==> config.mk <==
export PLATFORM = sky130hd
export DESIGN_NAME = video_ram_arbiter
export DESIGN_NICKNAME = d
export VERILOG_FILES = /design/src/rtl/video_ram_arbiter.sv
export SDC_FILE = /design/constraint.sdc
export NUM_CORES = 1
export LEC_CHECK = 0
export BUFFER_PORTS_ARGS = -buffer_cell sky130_fd_sc_hd__buf_2
export CAP_MARGIN = 20
export CORE_ASPECT_RATIO = 1.2
export CORE_MARGIN = 2
export CORE_UTILIZATION = 47
export CTS_CLUSTER_SIZE = 12
export DETAILED_ROUTE_END_ITERATION = 10
export PLACE_DENSITY = 0.87
export SETUP_SLACK_MARGIN = 0.5
export SKIP_CTS_REPAIR_TIMING = 1
export SYNTH_ARGS = -nofsm -noshare
export SYNTH_HDL_FRONTEND = slang
export SYNTH_SLANG_ARGS = --single-unit
==> constraint.sdc <==
create_clock -name clk -period 3.01 [get_ports clk]
set_input_delay 0.1505 -clock clk [delete_from_list [all_inputs] [get_ports clk]]
set_output_delay 0.1505 -clock clk [all_outputs]
set_load 0.01 [all_outputs]
==> src/rtl/video_ram_arbiter.sv <==
// Single-port video RAM arbiter: shares one RAM between the video fetch path and a CPU port.
// Video wins during active display, the CPU wins in blanking, and a starve counter forces CPU grants.
module video_ram_arbiter (
    input  logic        clk,
    input  logic        reset,
    input  logic        hbl,
    input  logic        vbl,
    input  logic        vid_req,
    input  logic [10:0] vid_addr,
    output logic        vid_valid,
    output logic [7:0]  vid_data,
    output logic        vid_drop,
    input  logic        cpu_req,
    input  logic        cpu_we,
    input  logic [10:0] cpu_addr,
    input  logic [7:0]  cpu_din,
    output logic        cpu_ack,
    output logic [7:0]  cpu_dout,
    output logic [10:0] ram_addr,
    output logic        ram_we,
    output logic [7:0]  ram_din,
    input  logic [7:0]  ram_dout
);

    typedef enum logic [1:0] {
        GNT_NONE,
        GNT_VID,
        GNT_CPU
    } grant_t;

    grant_t      grant;
    logic        active;
    logic        cpu_pend;
    logic [3:0]  starve;
    logic        s1_vid;
    logic        s1_cpu;
    logic        s1_rd;
    logic        s1_drop;
    logic        ack_rd;
    logic [7:0]  vid_hold;
    logic [7:0]  cpu_hold;

    assign active = !hbl && !vbl;

    // A CPU transaction blocks re-arbitration from its grant until the cycle after its ack.
    assign cpu_pend = cpu_req && !s1_cpu && !cpu_ack;

    always_comb begin
        grant = GNT_NONE;
        if (cpu_pend && starve == 4'hF) begin
            grant = GNT_CPU;
        end else if (active) begin
            if (vid_req)
                grant = GNT_VID;
            else if (cpu_pend)
                grant = GNT_CPU;
        end else begin
            if (cpu_pend)
                grant = GNT_CPU;
            else if (vid_req)
                grant = GNT_VID;
        end
    end

    always_ff @(posedge clk) begin
        if (reset) begin
            ram_addr  <= '0;
            ram_we    <= 1'b0;
            ram_din   <= '0;
            s1_vid    <= 1'b0;
            s1_cpu    <= 1'b0;
            s1_rd     <= 1'b0;
            s1_drop   <= 1'b0;
            vid_valid <= 1'b0;
            cpu_ack   <= 1'b0;
            ack_rd    <= 1'b0;
            vid_drop  <= 1'b0;
            vid_hold  <= '0;
            cpu_hold  <= '0;
            starve    <= '0;
        end else begin
            ram_we <= (grant == GNT_CPU) && cpu_we;
            if (grant == GNT_VID) begin
                ram_addr <= vid_addr;
            end else if (grant == GNT_CPU) begin
                ram_addr <= cpu_addr;
                if (cpu_we)
                    ram_din <= cpu_din;
            end

            s1_vid    <= (grant == GNT_VID);
            s1_cpu    <= (grant == GNT_CPU);
            s1_rd     <= (grant == GNT_CPU) && !cpu_we;
            s1_drop   <= vid_req && (grant != GNT_VID);
            vid_valid <= s1_vid;
            cpu_ack   <= s1_cpu;
            ack_rd    <= s1_rd;
            vid_drop  <= s1_drop;

            if (vid_valid)
                vid_hold <= ram_dout;
            if (ack_rd)
                cpu_hold <= ram_dout;

            if (!cpu_req || grant == GNT_CPU)
                starve <= '0;
            else if (cpu_pend && starve != 4'hF)
                starve <= starve + 4'd1;
        end
    end

    // RAM data arrives in the result slot itself, so it is passed straight through and then held.
    assign vid_data = vid_valid ? ram_dout : vid_hold;
    assign cpu_dout = ack_rd ? ram_dout : cpu_hold;

endmodule

### Word-level counts from Yosys, hierarchy flattened

Cells that the tools add are included.

| storage, ports and cells | value |
|---|---|
| bits of input ports | 45 |
| bits in read-only memories | 0 |
| latch bits | 0 |
| memory bits (writable) | 0 |
| memories kept | 0 |
| flip-flop bits (word level) | 48 |

| operators by class | value |
|---|---|
| shifts and indexed selects | 0 |
| div/mod/pow operators | 0 |
| muxes and demuxes | 10 |
| reduce and logical (&&, ||, !) cells | 18 |
| $mul | 0 |
| add/subtract/negate cells | 1 |
| $lt $le $gt $ge | 0 |
| bitwise logic cells | 1 |
| equal/unequal tests | 5 |

Operators with widths:

| cell | number |
|---|---|
| $mux 11 | 2 |
| $mux 8 | 2 |
| $mux 2 | 5 |
| $logic_and 1x1->1 | 8 |
| $logic_not 1->1 | 6 |
| $add 4x1->4 const B | 1 |
| $eq 4x4->1 const B | 1 |
| $ne 4x4->1 const B | 1 |
| $reduce_and 3->1 | 1 |
| $eq 2x1->1 const B | 1 |
| $eq 2x2->1 const B | 1 |
| $ne 2x1->1 const B | 1 |
| $reduce_bool 2->1 | 1 |
| $reduce_or 2->1 | 1 |
| $logic_or 1x1->1 | 1 |
| $mux 1 | 1 |
| $not 1->1 | 1 |

### Longest topological paths before layout

Gate-level depths: netlist (run 1).

| depth | value |
|---|---|
| word-level depth | 10 |
| gate-level depth with buffers | 9 |
| mapped depth without buffers | 8 |

### Worst setup path before layout (run 1)

OpenSTA, ideal clock, no wires.

| timing | value |
|---|---|
| path kind | reg2reg |
| from | register starve[0] |
| to | register ram_addr[10] |
| required time | 2882 ps |
| cell stages (with the launch flop) | 10 |
| clock period less this slack | 2205 ps |
| arrival | 2077 ps |
| path buffers | 1 |
| library setup time | 128 ps |
| slack | 805 ps |
| cells stage by stage | dfxtp_1 -> ha_1 -> and3_1 -> nor3_1 -> o21a_1 -> ha_1 -> buf_2 -> mux2_2 -> mux2i_1 -> nor2_1 |

| on the way | value |
|---|---|
| longest elaborated chain between the ends | 5 |

Ends and longest elaborated chain:

| item | RTL line | RTL |
|---|---|---|
| start: declaration | 34 | `logic [3:0] starve;` |
| start signal: assignment | 108 | `starve <= starve + 4'd1;` |
| $eq 4x4->1 * | 50 | `if (cpu_pend && starve == 4'hF) begin` |
| $logic_and 1x1->1 * | 50 |  |
| $mux 2 * | 50 |  |
| $eq 2x1->1 or $eq 2x2->1 (tied branches) | 83, 85 |  |
| $mux 11 or $reduce_bool 2->1 (tied branches) | n/a |  |
| end signal: assignment | 84 | `ram_addr <= vid_addr;` |
| end signal: assignment | 86 | `ram_addr <= cpu_addr;` |
| end: declaration | 19 | `output logic [10:0] ram_addr,` |

Mark *: on every way between the ends. The rest lies on a longest branch, timed or not.
A chain may end at the register's enable or synchronous reset.

### Final worst setup path (run 1)

| timing | value |
|---|---|
| from | register starve[0] |
| to | register ram_addr[4] |

The elaborated chain is that of the path after synthesis.

==> out/qor.yml, run 1 <==
status: "complete, no violations"
pwr-share-comb_pct: 14.3
cpMaxStageDelayCell: "mux2_2"
finalPower_mw: 1.37
slowest_delay_ps: 360
grt_start_max_net_pins: 46
fmax_mhz: 426
cts.path.max_buffers: 2
timing.rr.start: "starve[0]"
gr-total-overflow: 0
drc: 0
cap_viol_max_count: 0
path_cells: "ha_1, and3_1, nor3_1, o21a_1, ha_1, buf_4, mux2_2, mux2i_1, nor2_1"
hold_end: "s1_rd"
yosysSeqAreaShare_pct: 49.6
areaGrowthSynthToFinish_pct: 30.3
yosysTopAreaCell: "dfxtp_1"
rsz0062_at_grt: "true"
synth_warnings: 0
first_pass_iters: 4
cellPowerDensity_mw_per_mm2: 543
timing.critical_path.to_type: "register"
dieArea_sq_mm: 0.00465
placedCellCount: 303
grt_pass1_vias: 1363
peakVddDrop_mv: 0.344
whs_path_depth: 2
fillCellCount: 362
io_pins: 84
layout_setup_ws_ps: 664
max_slew_margin_pct: 50.7
ff2ff_path_depth: 9
cts_tree: "done"
post-route-min-period_ps: 2350
clkSlewWorstSetupHoldPaths_ps: 80
n_antenna_cell: 0
tightestPinTransition_ps: 739
fin_nets: 306
die_h_um: 74.3
clkPwrFrac_pct: 35.9
finalCritPeriodShare_pct: 77.9
yosys-top-cells-area: "dfxtp_1 (50%), mux2_2 (16%), mux2i_1 (9.8%)"
cp_data_arrival_time_ps: 2510
setup_violations: 0
drive_above_1_share_pct: 47.7
yosys.area.top_type_share_pct: 49.6
syn_nets: 225
hold_start: "cpu_we"
port_buffers: 83
initial_utilization_pct: 49.1
finalClockSkew_ps: 6.80
cp-start-kind: "register"
reg2reg_slack_ps: 660
hold_violations: 0
wl_per_cell_um: 12.0
antenna_found_initial: 0
stdcell_count: 312
cts_buffers: 5
worstPathRequired_ps: 3170
drv_slew: 0
dp_hpwl_um: 2740
pre_cts_ws_ps: 603
clkLatencyLatePin_ps: 290
drtIter0Drc: 43
htreeDepth: 2
power.leakage_nw: 1.28
viasPerCell: 4.92
syn-cell-area_sq_mm: 0.00194
syn_avg_cell_area_sq_um: 11.0
vias: 1535
cts_root_buf: "clkbuf_8"
register_area_sq_um: 961
p_int_mw: 1.06
multi_input_area_sq_um: 921
gp_congestion: 0.678
grt_usage_pct: 16.3
ant_nets: 0
p_seq_share_pct: 49.7
worst_r2r_endpoint: "ram_addr[4]"
tns_ps: 0
ys_seq_elements: 48
drt-total-wl_um: 3740
p_switching_uw: 306
ys_types: 25
synth_cells: 176
cts_sinks: 48
critical_path_class: "reg2reg"
core_sq_mm: 0.00394
die_x_um: 62.6
fin_util_pct: 64.0
row_count: 25
critPathMaxFanout: 13
hp-class: "in2reg"
crit_top_cell: "ha_1"
grt_pass1_wl_um: 5900
netSwitchingFraction_pct: 22.4
==> layout by cell type (no fill, tap or decap) <==
cell type,netlist,layout
and3b_1,1,1
or3b_1,1,1
or3b_2,1,1
nand3b_1,1,1
nor3_1,1,1
mux2_2,27,27
buf_12,0,1
a21o_1,1,1
buf_4,0,1
ha_2,0,1
o31ai_1,2,2
ha_1,4,3
o21ai_0,3,3
and3_1,1,1
or3_1,3,3
clkbuf_8,0,7
a21oi_1,5,5
buf_2,3,83
nor2_1,19,19
nor2b_1,22,22
o21a_1,1,1
inv_1,1,1
or3b_4,1,1
mux2i_1,19,19
nor3b_1,2,2
bufinv_16,0,1
nand3_1,1,1
dfxtp_1,48,48
==> area by class of cell <==
| class | instances | area share (%) |
|---|---|---|
| timing repair buffer | 85 | 17.6 |
| sequential | 48 | 38.1 |
| inverter | 1 | 0.149 |
| multi-input combinational | 116 | 36.5 |
| clock buffer | 7 | 3.82 |
| clock inverter | 1 | 1.19 |
| tap | 54 | 2.68 |
==> per-layer routing <==
layer  vias up  global-route usage (%)  wire length, um
met5         -                       0                0
li1        754                       -                -
met2        71                    27.4             1780
met4         0                    8.15               48
met1       704                    19.0             1580
met3         6                    5.60              339
==> how the worst max path moves through the flow <==
stage                     startpoint           end  cells past startpoint
after global placement     starve[0]   ram_addr[7]                      7
final                      starve[0]   ram_addr[4]                      9
after floorplan            starve[0]  ram_addr[10]                      9
after global routing       starve[0]   ram_addr[0]                      9
after CTS                  starve[0]  ram_addr[10]                      7
after detailed placement   starve[0]   ram_addr[2]                      7
==> registers in the layout (all words and copies together) (netlist names), 4 cells and up <==
name / cells
cpu_hold: 8
ram_addr: 11
ram_din: 8
starve: 4
vid_hold: 8
==> worst max-delay path, delay by kind of cell (launching register included) <==
family | cells | cell delay, ps
AO/OA/AOI/OAI | 1 | 190
adder cells (fa/ha/maj) | 2 | 370
buffers and inverters | 1 | 210
flip-flops | 1 | 330
multiplexers | 2 | 520
AND/OR/NAND/NOR | 3 | 600
==> cells by family (layout without fill, tap and decap cells) <==
group | Yosys count | in the layout | synth area share [%]
AND/OR/NAND/NOR | 54 | 54 | 15.7
flip-flops | 48 | 48 | 49.6
multiplexers | 46 | 46 | 25.5
AO/OA/AOI/OAI | 12 | 12 | 3.62
buffers and inverters | 12 | 94 | 2.91
adder cells (fa/ha/maj) | 4 | 4 | 2.59
==> power by group through the flow <==
stage	Clock [mW]	Combinational, mW	Sequential, mW
floorplan	0	0.115	0.702
finish	0.492	0.196	0.681
CTS	0.504	0.195	0.681
detailed placement	0	0.194	0.694
global placement	0	0.189	0.694
global route	0.531	0.217	0.684
==> stage by stage <==
stage,cell area (sq um),hold slack [ps]
after floorplan,1940,227
after global placement,2370,344
after detailed placement,2370,360
after CTS,2500,43.0
after global routing,2520,33.4
final,2520,58.6
==> cell usage after synthesis, drive strengths merged <==
master  count
dfxtp      48
mux2       27
nor2b      22
mux2i      19
nor2       19
clkbuf      7
a21oi       5
buf         4
ha          4
o21ai       3
or3         3
or3b        3
nor3b       2
o31ai       2
a21o        1
and3        1
and3b       1
inv         1
nand3       1
nand3b      1
nor3        1
o21a        1
(Power assumes the default switching activity.)
==> inputs of run 2 (changes only) <==
==> constraint.sdc (replaced) <==
create_clock -name clk -period 2.44 [get_ports clk]
set_input_delay 0.122 -clock clk [delete_from_list [all_inputs] [get_ports clk]]
set_output_delay 0.122 -clock clk [all_outputs]
set_load 0.01 [all_outputs]
==> run 2 against run 1 <==
  * First-iteration DRC count down 16%
  * Via count down 0.98%
  * Die area unchanged
  * Power up 12%
  * Maximum frequency up 16%
  * Hold slack worse by 14 ps
  * Critical endpoint is now ram_din[4]
==> out/qor.yml, run 2 (synthesized netlist as in run 1, its figures left out) <==
dp_hpwl_um: 2840  # +3.8%
drtIter0Drc: 36  # -16%
finalClockSkew_ps: 6.16  # -0.642 ps
drt-total-wl_um: 4050  # +8.2%
register_area_sq_um: 963  # +0.26%
hold_violations: 0  # unchanged
clkLatencyLatePin_ps: 290  # about the same
final_cell_mix: "buf_2 (83), dfxtp_1 (46), mux2_2 (27)"
grt_pass1_wl_um: 6150  # +4.3%
ant_nets: 0  # unchanged
ff2ff_path_depth: 10  # +1
pre_cts_ws_ps: 176  # -427 ps
die_x_um: 62.6  # unchanged
dieArea_sq_mm: 0.00465  # unchanged
regMostFlops: "ram_addr"
cts_buffers: 5  # unchanged
critical_path_class: "reg2reg"
path_cells: "ha_4, and3_4, nor3_4, o21a_1, ha_4, buf_12, nand3b_1, buf_12, mux2i_1, nor2_1"
row_count: 25  # unchanged
setup_violations: 0  # unchanged
finalCritPeriodShare_pct: 83.0  # +5.0 points
grt_pass1_vias: 1511  # +11%
cpMaxStageDelayCell: "dfxtp_2"
tns_ps: 0  # unchanged
areaGrowthSynthToFinish_pct: 32.7
fin_nets: 311  # +1.6%
initial_utilization_pct: 49.1  # unchanged
htreeDepth: 2  # unchanged
cts.path.max_buffers: 2  # unchanged
wl_per_cell_um: 12.8  # +6.8%
io_pins: 84  # unchanged
cts_root_buf: "clkbuf_8"
largest_register_ffs: 11  # unchanged
viasPerCell: 4.81  # -2.2%
holdWs_ps: 44.5  # -14.1 ps
gp_congestion: 0.754  # +11%
critPathMaxFanout: 8  # -5
postPlaceCellArea_sq_mm: 0.00241  # +1.6%
peakVddDrop_mv: 0.410  # +19%
status: "complete, no violations"
grt_usage_pct: 16.8  # +0.45 points
power.leakage_nw: 1.29  # +0.56%
grt_start_max_net_pins: 30  # -35%
multi_input_area_sq_um: 960  # +4.2%
cp_data_arrival_time_ps: 2190  # -320 ps
cellPowerDensity_mw_per_mm2: 594  # +9.6%
drive_above_1_share_pct: 50.0  # +2.3 points
port_buffers: 83  # unchanged
fmax_mhz: 494  # +16%
worstPathRequired_ps: 2600  # -570 ps
antenna_found_initial: 0  # unchanged
cts_sinks: 48  # unchanged
drv_slew: 0  # unchanged
cp-start-kind: "register"
vias: 1520  # -0.98%
clkSlewWorstSetupHoldPaths_ps: 80  # about the same
die_h_um: 74.3  # unchanged
rsz0062_at_grt: "true"
first_pass_iters: 4  # unchanged
whs_path_depth: 2  # unchanged
tightestPinTransition_ps: 494  # -245 ps
final_common_cell: "buf_2"
fillCellCount: 322  # -11%
post-route-min-period_ps: 2020  # -322 ps
cts_tree: "done"
drc: 0  # unchanged
timing.critical_path.to_type: "register"
core_sq_mm: 0.00394  # unchanged
gr-total-overflow: 0  # unchanged
layout_setup_ws_ps: 416  # -248 ps
n_antenna_cell: 0  # unchanged
stdcell_area_sq_mm: 0.00257  # +1.8%
cap_viol_max_count: 0  # unchanged
fin_util_pct: 65.2  # +1.2 points
hp-class: "in2reg"
slowest_delay_ps: 350  # about the same
max_slew_margin_pct: 67.1  # +16 points
[run 2: path summary, 6_finish.rpt]
kind                            startpoint          to  slack [ps]
worst min-delay path                cpu_we       s1_rd          40
worst max-delay path             starve[0]  ram_din[4]         420
worst min register to register      s1_vid   vid_valid         440
worst max register to register   starve[0]  ram_din[4]         420
[run 2: metrics by stage]
step	power, mW	instances
2_1_floorplan	1.01	176
3_5_place_dp	1.10	304
4_1_cts	1.53	311
3_3_place_gp	1.10	304
5_1_grt	1.61	316
6_report	1.53	316
[run 2: worst max-delay path, delay by kind of cell, from the launching register on]
family,cells,cell delay (ps)
simple gates,4,540
flops,1,350
fa+ha+maj,2,340
buf+inv,2,270
compound gates,1,210
mux,1,180
[run 2: cell type report]
| type | instances | share of cell area, % |
|---|---|---|
| sequential | 48 | 37.5 |
| multi-input combinational | 116 | 37.4 |
| timing repair buffer | 90 | 19.3 |
| clock buffer | 6 | 2.83 |
| tap | 54 | 2.63 |
| clock inverter | 1 | 0.195 |
| inverter | 1 | 0.146 |
[run 2: metal layers]
layer / share of wire (%) / global-route usage [%]
met1: 40 / 16.4
met2: 53 / 33.7
met3: 5.5 / 4.54
met4: 1.2 / 6.91
met5: 0 / 0
[run 2: power breakdown]
| part | leakage, nW | total (mW) | switching (mW) | internal, mW |
|---|---|---|---|---|
| Combinational | 0.859 | 0.260 | 0.120 | 0.139 |
| Sequential | 0.392 | 0.838 | 0.0182 | 0.820 |
| Clock | 0.0410 | 0.429 | 0.234 | 0.195 |
| Total | 1.29 | 1.53 | 0.372 | 1.15 |
